File: src/rtl/gpio_serial_loader_if.sv
// rtl/gpio_serial_loader_if.sv - handshake, config fetch and serial chain signals of the GPIO serial loader
//
// Purpose: bundles the loader's request/status handshake, the per-pad
// configuration fetch bus and the serial chain outputs.
// Signals:
//   start        request to load the whole chain (one cycle)
//   busy         load in progress
//   done         one-cycle completion pulse
//   cfg_idx      pad index whose configuration word is requested
//   cfg_data     configuration word for cfg_idx (combinational from cfg_idx)
//   serial_clock chain shift clock, blocks capture on its rising edge
//   serial_data  chain serial data
//   serial_load  latch strobe to all control blocks
// Modports:
//   master  the loader
//   slave   register file / chain / requester side
interface gpio_serial_loader_if #(
   parameter int NPADS    = 38,
   parameter int CFG_BITS = 13
);
   localparam int IW = (NPADS > 1) ? $clog2(NPADS) : 1;

   logic                start;
   logic                busy;
   logic                done;
   logic [IW-1:0]       cfg_idx;
   logic [CFG_BITS-1:0] cfg_data;
   logic                serial_clock;
   logic                serial_data;
   logic                serial_load;

   modport master (
      input  start, cfg_data,
      output busy, done, cfg_idx, serial_clock, serial_data, serial_load
   );

   modport slave (
      output start, cfg_data,
      input  busy, done, cfg_idx, serial_clock, serial_data, serial_load
   );
endinterface

File: src/rtl/gpio_serial_loader.sv
// rtl/gpio_serial_loader.sv - shifts per-pad GPIO configuration words into the control block chain
//
// Purpose: on start, walks pads NPADS-1 down to 0, fetches each configuration
// word and shifts it MSB-first on serial_clock, then pulses serial_load once
// so every control block latches its new configuration together.
// Ports:
//   wb_clk_i  clock, all state changes on its rising edge
//   wb_rst_i  synchronous active-high reset
//   clkdiv    serial phase stretch (only with SERIAL_CLKDIV_EN defined)
//   bus       gpio_serial_loader_if.master (start/busy/done, cfg_idx/cfg_data,
//             serial_clock/serial_data/serial_load)
// Optional feature: SERIAL_CLKDIV_EN adds the clkdiv port; each SHIFT_LO and
// SHIFT_HI phase then lasts clkdiv+1 cycles (clkdiv captured at start).
module gpio_serial_loader #(
   parameter int NPADS    = 38,
   parameter int CFG_BITS = 13
) (
   input  logic                       wb_clk_i,
   input  logic                       wb_rst_i,
`ifdef SERIAL_CLKDIV_EN
   input  logic [3:0]                 clkdiv,
`endif
   gpio_serial_loader_if.master       bus
);
   localparam int IW = (NPADS > 1) ? $clog2(NPADS) : 1;
   localparam int BW = (CFG_BITS > 1) ? $clog2(CFG_BITS) : 1;

   localparam logic [IW-1:0] LAST_IDX = IW'(NPADS - 1);
   localparam logic [IW-1:0] IDX_ONE  = IW'(1);
   localparam logic [BW-1:0] LAST_BIT = BW'(CFG_BITS - 1);
   localparam logic [BW-1:0] BIT_ONE  = BW'(1);

   typedef enum logic [2:0] {
      IDLE,
      FETCH,
      SHIFT_LO,
      SHIFT_HI,
      LOAD
   } state_t;

   state_t              state;
   logic [CFG_BITS-1:0] shreg;
   logic [CFG_BITS-1:0] shifted;
   logic [BW-1:0]       bit_cnt;
   logic                phase_end;

   assign shifted = shreg << 1;

`ifdef SERIAL_CLKDIV_EN
   logic [3:0] div_q;
   logic [3:0] div_cnt;

   assign phase_end = (div_cnt == div_q);
`else
   assign phase_end = 1'b1;
`endif

   always_ff @(posedge wb_clk_i) begin
      if (wb_rst_i) begin
         state            <= IDLE;
         shreg            <= '0;
         bit_cnt          <= '0;
         bus.busy         <= 1'b0;
         bus.done         <= 1'b0;
         bus.cfg_idx      <= '0;
         bus.serial_clock <= 1'b0;
         bus.serial_data  <= 1'b0;
         bus.serial_load  <= 1'b0;
`ifdef SERIAL_CLKDIV_EN
         div_q            <= '0;
         div_cnt          <= '0;
`endif
      end else begin
         bus.done <= 1'b0;
         case (state)
            IDLE: begin
               // start while busy cannot reach here, so it is simply dropped
               if (bus.start) begin
                  state       <= FETCH;
                  bus.cfg_idx <= LAST_IDX;
                  bus.busy    <= 1'b1;
                  bit_cnt     <= '0;
`ifdef SERIAL_CLKDIV_EN
                  div_q       <= clkdiv;
                  div_cnt     <= '0;
`endif
               end
            end

            FETCH: begin
               // first bit is presented together with entry to SHIFT_LO
               shreg           <= bus.cfg_data;
               bus.serial_data <= bus.cfg_data[CFG_BITS-1];
               state           <= SHIFT_LO;
            end

            SHIFT_LO: begin
               if (phase_end) begin
                  bus.serial_clock <= 1'b1;
                  state            <= SHIFT_HI;
`ifdef SERIAL_CLKDIV_EN
                  div_cnt          <= '0;
               end else begin
                  div_cnt          <= div_cnt + 4'd1;
`endif
               end
            end

            SHIFT_HI: begin
               if (phase_end) begin
                  bus.serial_clock <= 1'b0;
                  shreg            <= shifted;
`ifdef SERIAL_CLKDIV_EN
                  div_cnt          <= '0;
`endif
                  if (bit_cnt != LAST_BIT) begin
                     // next bit goes out on the falling edge of serial_clock
                     bit_cnt         <= bit_cnt + BIT_ONE;
                     bus.serial_data <= shifted[CFG_BITS-1];
                     state           <= SHIFT_LO;
                  end else if (bus.cfg_idx != '0) begin
                     bus.cfg_idx <= bus.cfg_idx - IDX_ONE;
                     bit_cnt     <= '0;
                     state       <= FETCH;
                  end else begin
                     bus.serial_load <= 1'b1;
                     bus.serial_data <= 1'b0;
                     state           <= LOAD;
                  end
`ifdef SERIAL_CLKDIV_EN
               end else begin
                  div_cnt <= div_cnt + 4'd1;
`endif
               end
            end

            LOAD: begin
               bus.serial_load <= 1'b0;
               bus.busy        <= 1'b0;
               bus.done        <= 1'b1;
               state           <= IDLE;
            end

            default: state <= IDLE;
         endcase
      end
   end
endmodule

File: src/flat_wrapper.sv
// flat-port wrapper written by rule: the top's interface ports become plain ports
module gpio_serial_loader_flat 
#(
   parameter int NPADS    = 38,
   parameter int CFG_BITS = 13
)
  (wb_clk_i, wb_rst_i, bus_start, bus_cfg_data, bus_busy, bus_done, bus_cfg_idx, bus_serial_clock, bus_serial_data, bus_serial_load);
  gpio_serial_loader_if #(.NPADS(NPADS), .CFG_BITS(CFG_BITS)) bus_i ();
  input  logic wb_clk_i;
  input  logic wb_rst_i;
  input wire logic [$bits(bus_i.start)-1:0] bus_start;
  input wire logic [$bits(bus_i.cfg_data)-1:0] bus_cfg_data;
  output wire logic [$bits(bus_i.busy)-1:0] bus_busy;
  output wire logic [$bits(bus_i.done)-1:0] bus_done;
  output wire logic [$bits(bus_i.cfg_idx)-1:0] bus_cfg_idx;
  output wire logic [$bits(bus_i.serial_clock)-1:0] bus_serial_clock;
  output wire logic [$bits(bus_i.serial_data)-1:0] bus_serial_data;
  output wire logic [$bits(bus_i.serial_load)-1:0] bus_serial_load;
  assign bus_i.start = bus_start;
  assign bus_i.cfg_data = bus_cfg_data;
  assign bus_busy = bus_i.busy;
  assign bus_done = bus_i.done;
  assign bus_cfg_idx = bus_i.cfg_idx;
  assign bus_serial_clock = bus_i.serial_clock;
  assign bus_serial_data = bus_i.serial_data;
  assign bus_serial_load = bus_i.serial_load;
  gpio_serial_loader #(.NPADS(NPADS), .CFG_BITS(CFG_BITS)) u_core (.wb_clk_i(wb_clk_i), .wb_rst_i(wb_rst_i), .bus(bus_i));
endmodule
File: config.mk
export PLATFORM = sky130hd
export DESIGN_NAME = gpio_serial_loader_flat
export DESIGN_NICKNAME = d
export VERILOG_FILES = /design/src/rtl/gpio_serial_loader_if.sv /design/src/rtl/gpio_serial_loader.sv /design/src/flat_wrapper.sv
export SDC_FILE = /design/constraint.sdc
export NUM_CORES = 1
export LEC_CHECK = 0
export ABC_AREA = 0
export BUFFER_PORTS_ARGS = -buffer_cell sky130_fd_sc_hd__buf_2
export CAP_MARGIN = 20
export CORE_ASPECT_RATIO = 0.9
export CORE_MARGIN = 2
export CORE_UTILIZATION = 50
export CTS_CLUSTER_SIZE = 24
export DETAILED_ROUTE_END_ITERATION = 10
export GPL_TIMING_DRIVEN = 0
export PLACE_DENSITY = 0.73
export SETUP_SLACK_MARGIN = 0.15
export SLEW_MARGIN = 25
export SYNTH_ARGS = -nofsm -noshare
export SYNTH_HDL_FRONTEND = slang
export SYNTH_SLANG_ARGS = --single-unit
export TNS_END_PERCENT = 50
File: constraint.sdc
create_clock -name wb_clk_i -period 3.4 [get_ports wb_clk_i]
set_input_delay 0.34 -clock wb_clk_i [delete_from_list [all_inputs] [get_ports wb_clk_i]]
set_output_delay 0.34 -clock wb_clk_i [all_outputs]
set_load 0.05 [all_outputs]
==> results.md, run 1 <==
- Yosys reg bits: 30
- GR Util met2: 29.9%
- Hold Path Stages: 3
- Capture point of the worst reg-to-reg path: u_core.bus.serial_data
- Met1 Usage GRT: 29.4%
- Share of layout cells above drive strength 1: 19.8%
- Clock skew: around 18 ps
- VDD IR max: 295 µV
- Hold EP: u_core.shreg[0]
- Initial antenna violation count: 0
- Port Buffer Count: 25
- Clock Tree Root: clkbuf_4
- Postcts setup bufs: 0
- Synthesized cell area: 1430 µm²
- Worst skew pair latency: 340 ps
- Net Count, Synth: 179
- CP peak stage delay: 460 ps
- Final instance area: 1660 µm²
- Crit path max-delay cell type: or3b_2
- Reg clk slew, reported paths: 90 ps
- First-pass detailed-route iteration total: 4
- Grt peak-use layer: met2
- Grt ovf: 0
- Most frequent cell after synthesis: dfxtp_1
- Ys Warns: 0
- Final worst-path cycle share: approximately 59%
- Critical path startpoint category: flip-flop
- Global-route wire length before repair: 5090 µm
- Sequential share of the synthesized area: a little over two fifths
- Biggest area consumer among synthesized cells: dfxtp_1
- Largest net degree at the start of global routing: 11
- Main flop type after synthesis: dfxtp_1
- Fin Setup TNS: 0 ps
- Die Y: 54.7 µm
- R2R setup slack: 1410 ps
- Core Area: 2730 µm²
- Endpoint type of the worst setup path: flip-flop
- Critical Path Fanout Max: 6
- WS Path Type: reg2reg
- EDFF count, synth: 0
- Area growth, synth to finish: 16.5%
- Area contributors post-synth: dfxtp_1, mux2i_1, a211oi_1, nor2_1, a21oi_1
- Vias: 1290
- IO Pins: 27
- Synth cell types: 36
- Period minus WS final: roughly 2000 ps
- Pre-CTS setup slack: about 1500 ps
- Number of global-route vias before repair: 1126
- Cell family with most CP delay: compound AO/OA/AOI/OAI gates
- Final setup vio count: 0
- Total GRT Usage: 21.1%
- Lkg Pwr: 0.655 nW
- Rel. slew slack: 50.5%
- Clk sink count: 30
- Min-delay src: bus_cfg_data[0]
- WHS: approximately 280 ps
- Pwr/cell area: 451 nW/µm²
- ANT cells: 0
- Fmax: 0.501 GHz
- GR Util met3: 6.86%
- Worst Hold Class: in2reg
- Reg-to-reg startpoint: u_core.bus.cfg_idx[0]
- Outcome: finished clean
- Via density per instance: 5.56
- FF-to-FF path depth: 6
- CTS tree: done
- Drt drc: 0
- Iter 0 DRT Violations: 54
- Buf/Inv on CP: 1
- Fin nets: around 210
- Final antenna-violating net count: 0
- Clock buffer depth: 2
- Final Max Slew Viols: 0
- Cell count after synthesis: 159
- Post-synth top area share: 42.1%
- RSZ-0062 raised after global routing: no
- CTS buffer count: 5
- Syn_area_per_cell: 8.96 µm²
- WP data arrival: 2240 ps
- Cts repair resizes: 0
- Max-cap violations: 0
- Post-DP HPWL: 2240 µm
- CTS HTree Levels: 2
- CP Cell Sequence: inv_1, ha_1, or3b_2, o311ai_0, a21oi_1, a311oi_1
- Overall routed net length: 3160 µm
- Die area: 3290 µm²
- Hold_buf cts: 0
- Detailed-route wire length per cell: 13.6 µm
- Post-DP Area: 1600 µm²
- Placer Congestion: between 0.7 and 0.8
- Initial Utilization: 52.3%
- Final Hold Vio Count: 0
- Std cell rows: 18
- PnR worst setup slack: 1410 ps
- Chip width: 60.3 µm
- Critical Path RT: 3650 ps
- Commonest cells post-synth: dfxtp_1, nor2_1, a211oi_1, mux2i_1, a21oi_1
- Fraction of registers with async set/reset: 0%
- Actual slew at the worst max-slew pin: 740 ps
cell usage in the layout, fill, tap and decap left out, types with 2 or more instances in the layout:
cell type,instances
a211oi_1,16
a21oi_1,11
and3_1,3
buf_1,2
buf_2,25
buf_6,2
clkbuf_1,7
clkbuf_4,5
dfxtp_1,30
ha_1,4
inv_1,6
mux2i_1,12
nand2_1,5
nand2b_1,2
nand3_1,4
nand3b_1,2
nand4_1,2
nor2_1,17
nor3_1,4
nor4_1,3
o21ai_0,6
or3_1,6
layer usage:
layer  vias to the layer above  part of all wire (%)
li1                        652                     -
met2                        43                    43
met5                         -                     0
met1                       589                    48
met4                         0                   1.5
met3                         6                   7.6
worst max path at each step:
stage / startpoint / to / slack (ps) / depth (start not counted)
finish: u_core.bus.cfg_idx[0] / u_core.bus.serial_data / 1410 / 6
detailed placement: u_core.bus.cfg_idx[0] / u_core.bus.serial_data / 1460 / 6
CTS: u_core.bus.cfg_idx[0] / u_core.bus.serial_data / 1410 / 6
global placement: u_core.bus.cfg_idx[0] / u_core.bus.serial_data / 1510 / 6
floorplan: u_core.bus.cfg_idx[0] / u_core.bus.cfg_idx[3] / 1260 / 6
global route: u_core.bus.cfg_idx[0] / u_core.bus.serial_data / 1280 / 6
sequential cells by signal, indices dropped and copies added (netlist names):
register / cells
u_core.bus.cfg_idx: 6
u_core.state: 3
u_core.bit_cnt: 4
u_core.bus.serial_load: 1
u_core.bus.serial_clock: 1
u_core.bus.done: 1
u_core.shreg: 12
u_core.bus.busy: 1
u_core.bus.serial_data: 1
stage by stage:
step	util (%)	power, mW	std cells
global placement	58.7	0.526	224
detailed placement	58.7	0.530	224
finish	60.9	0.749	232
global route	60.9	0.784	232
CTS	60.9	0.752	232
floorplan	-	0.495	159
report_power, final:
group          switching (mW)  internal, mW
clock network           0.124         0.100
registers              0.0167         0.373
logic                  0.0845        0.0502
total                   0.225         0.523
worst reg2reg max path, cell delays in order (launching register included):
cell	delay (ps)
dfxtp_1	370
inv_1	100
ha_1	170
or3b_2	460
o311ai_0	450
a21oi_1	130
a311oi_1	240
area by class of cell:
| type | count | area, µm² |
|---|---|---|
| Clock inverter | 1 | 5.00 |
| Timing Repair Buffer | 25 | 125 |
| Buffer | 11 | 60.1 |
| Tap cell | 40 | 50.0 |
| Multi-Input combinational cell | 112 | 742 |
| Inverter | 6 | 22.5 |
| Clock buffer | 7 | 55.1 |
| Sequential cell | 30 | 601 |
| Fill cell | 249 | 1060 |
logic make-up after synthesis:
logic type               share of synthesized area [%]
multiplexers                                      8.43
AO/OA/AOI/OAI                                     18.4
adder cells (fa/ha/maj)                           3.51
buffers and inverters                             5.79
AND/OR/NAND/NOR                                   21.8
flip-flops                                        42.1
Power figures use the tool's default switching activity.
==> inputs of run 2 (changes only) <==
--- a/config.mk
+++ b/config.mk
@@ -10,7 +10,7 @@
 export CAP_MARGIN = 20
 export CORE_ASPECT_RATIO = 0.9
 export CORE_MARGIN = 2
-export CORE_UTILIZATION = 50
+export CORE_UTILIZATION = 48
 export CTS_CLUSTER_SIZE = 24
 export DETAILED_ROUTE_END_ITERATION = 10
 export GPL_TIMING_DRIVEN = 0
==> constraint.sdc (replaced) <==
create_clock -name wb_clk_i -period 1.6 [get_ports wb_clk_i]
set_input_delay 0.16 -clock wb_clk_i [delete_from_list [all_inputs] [get_ports wb_clk_i]]
set_output_delay 0.16 -clock wb_clk_i [all_outputs]
set_load 0.05 [all_outputs]
==> results.md, run 2 (synthesized netlist as in run 1, its figures left out) <==
- Reg clk slew, reported paths: 100 ps (was 90 ps)
- Final antenna-violating net count: 0 (unchanged)
- CTS HTree Levels: 2 (unchanged)
- CTS tree: done (unchanged)
- Drt drc: 0 (unchanged)
- Buf/Inv on CP: 1 (unchanged)
- Non-Filler Instances: 253 (was 232)
- Clock buffer depth: 2 (unchanged)
- CP peak stage delay: 440 ps (was 460 ps)
- CP Cell Sequence: inv_4, ha_4, nor3b_4, a211o_1, or4_4, mux2i_1 (was inv_1, ha_1, or3b_2, o311ai_0, a21oi_1, a311oi_1)
- Hold_buf cts: 0 (unchanged)
- Vias: 1433 (was 1290)
- CTS buffer count: 5 (unchanged)
- Critical Path RT: 1850 ps (was 3650 ps)
- Crit path max-delay cell type: or4_4 (was or3b_2)
- VDD IR max: 645 µV (was 295 µV)
- WHS: 79.2 ps (was 276 ps)
- Port Buffer Count: 25 (unchanged)
- Via density per instance: 5.66 (was 5.56)
- Post-DP Area: 1630 µm² (was 1600 µm²)
- Share of layout cells above drive strength 1: 44.1% (was 19.8%)
- Endpoint type of the worst setup path: flip-flop (unchanged)
- IO Pins: 27 (unchanged)
- Detailed-route wire length per cell: 15.8 µm (was 13.6 µm)
- Hold Path Stages: 3 (unchanged)
- Largest net degree at the start of global routing: 11 (unchanged)
- Chip width: 61.4 µm (was 60.3 µm)
- FF-to-FF path depth: 6 (unchanged)
- ANT cells: 0 (unchanged)
- Capture point of the worst reg-to-reg path: u_core.bus.cfg_idx[3] (was u_core.bus.serial_data)
- Overall routed net length: 3990 µm (was 3160 µm)
- Pwr/cell area: 845 nW/µm² (was 451 nW/µm²)
- Pre-CTS setup slack: -315 ps (was 1460 ps)
- Max-cap violations: 0 (unchanged)
- Violated checks: negative setup slack
- WP data arrival: 1940 ps (was 2240 ps)
- Largest registers: u_core.shreg (12), u_core.bus.cfg_idx (6), u_core.bit_cnt (4) (unchanged)
- Min-delay src: bus_cfg_data[0] (unchanged)
- Placed Cells: 224 (unchanged)
- Fin nets: 232 (was 211)
- Clock skew: 6.53 ps (was 17.8 ps)
- Reg with most FFs: u_core.shreg (unchanged)
- R2R setup slack: -100 ps (was 1410 ps)
- PnR worst setup slack: -97.9 ps (was 1410 ps)
- Die Y: 55.7 µm (was 54.7 µm)
- Commonest non-fill, non-tap cell in the layout: buf_2 (was dfxtp_1)
- Critical Path Fanout Max: 4 (was 6)
- Initial antenna violation count: 0 (unchanged)
- Die area: 3420 µm² (was 3290 µm²)
- Fmax: 0.589 GHz (was 0.501 GHz)
- Total GRT Usage: 22.8% (was 21.1%)
- Lkg Pwr: 0.805 nW (was 0.655 nW)
- Core Area: 2790 µm² (was 2730 µm²)
- Critical path startpoint category: flip-flop (unchanged)
- Clock Tree Root: clkbuf_4 (unchanged)
- Layout Utilization: 71.1% (was 60.9%)
- Hold EP: u_core.shreg[0] (unchanged)
- Grt ovf: 0 (unchanged)
- Number of global-route vias before repair: 1348 (was 1126)
- Worst Hold Class: in2reg (unchanged)
- Placer Congestion: 0.811 (was 0.796)
- Area growth, synth to finish: 39.2% (was 16.5%)
- Final Hold Vio Count: 0 (unchanged)
- Initial Utilization: 51.0% (was 52.3%)
- Overall Power: 1.68 mW (was 0.749 mW)
- Iter 0 DRT Violations: 62 (was 54)
- Max FFs per register: 12 (unchanged)
- Clk sink count: 30 (unchanged)
- Most frequent cells in the layout: buf_2, buf_4, dfxtp_1, nor2_1, a211oi_1 (was dfxtp_1, buf_2, nor2_1, a211oi_1, mux2i_1)
- Post-DP HPWL: 2330 µm (was 2240 µm)
- Cell family with most CP delay: simple AND/OR/NAND/NOR gates (was compound AO/OA/AOI/OAI gates)
- Final worst-path cycle share: 106% (was 58.7%)
- Global-route wire length before repair: 5880 µm (was 5090 µm)
- First-pass detailed-route iteration total: 4 (unchanged)
- Reg-to-reg startpoint: u_core.bus.cfg_idx[0] (unchanged)
- Rel. slew slack: 60.2% (was 50.5%)
- Worst skew pair latency: 350 ps (was 340 ps)
- Filler cells: 220 (was 249)
- WS Path Type: reg2reg (unchanged)
- Fin Setup TNS: -300 ps (was 0 ps)
- Std cell rows: 18 (unchanged)
- Actual slew at the worst max-slew pin: 597 ps (was 740 ps)
- Final instance area: 1980 µm² (was 1660 µm²)
- Outcome: complete, but fails checks (was finished clean)
- Final Max Slew Viols: 0 (unchanged)
- RSZ-0062 raised after global routing: yes (was no)
- Final setup vio count: 4 (was 0)
- Period minus WS final: 1700 ps (was 1990 ps)
run 2: changes by cell type in the layout (fill, tap and decap cells not counted), sizes merged:
cell    before  now
clkbuf      13   12
buf         30   52
run 2: worst max path at each step:
stage,start,end,slack [ps],cells after the start
after floorplan,u_core.bus.cfg_idx[0],u_core.bus.cfg_idx[3],-180,6
after global placement,u_core.bus.cfg_idx[0],u_core.bus.serial_data,-200,6
after detailed placement,u_core.state[2],u_core.bit_cnt[3],-310,5
after CTS,u_core.bus.cfg_idx[0],u_core.bus.cfg_idx[3],-70,6
after global routing,u_core.bus.cfg_idx[0],u_core.bus.cfg_idx[3],-140,6
final,u_core.bus.cfg_idx[0],u_core.bus.cfg_idx[3],-100,6
run 2: layer usage:
metal	vias up	global-route usage, %	share of wire [%]
li1	694	-	-
met3	16	7.21	5.2
met1	683	29.4	44
met5	-	0	0
met2	40	33.7	48
met4	0	10.9	2.5
run 2: repair_timing:
item | in CTS | in global routing
endpoints found under the setup margin | 25 | 19
setup buffers | 16 | 5
pin swaps | 12 | 6
resized for setup | 36 | 7
run 2: tightest hold or removal path, cell delays in order:
cell      delay [ps]
buf_2            100
nand3b_1          70
a21oi_1           60
run 2: power by group:
group | internal [mW] | switching (mW) | total (mW) | leakage, nW
Clock | 0.213 | 0.282 | 0.495 | 0.0353
Combinational | 0.146 | 0.205 | 0.351 | 0.519
Sequential | 0.793 | 0.0390 | 0.832 | 0.251
Total | 1.15 | 0.526 | 1.68 | 0.805
run 2: cell type report:
cell class / count / area (µm²) / area share [%]
buffer: 11 / 85.1 / 4.29
clock buffer: 7 / 55.1 / 2.77
clock inverter: 1 / 5.00 / 0.252
inverter: 6 / 27.5 / 1.39
multi-input combinational: 112 / 855 / 43.1
sequential: 30 / 621 / 31.3
tap: 40 / 50.0 / 2.52
timing repair buffer: 46 / 287 / 14.4
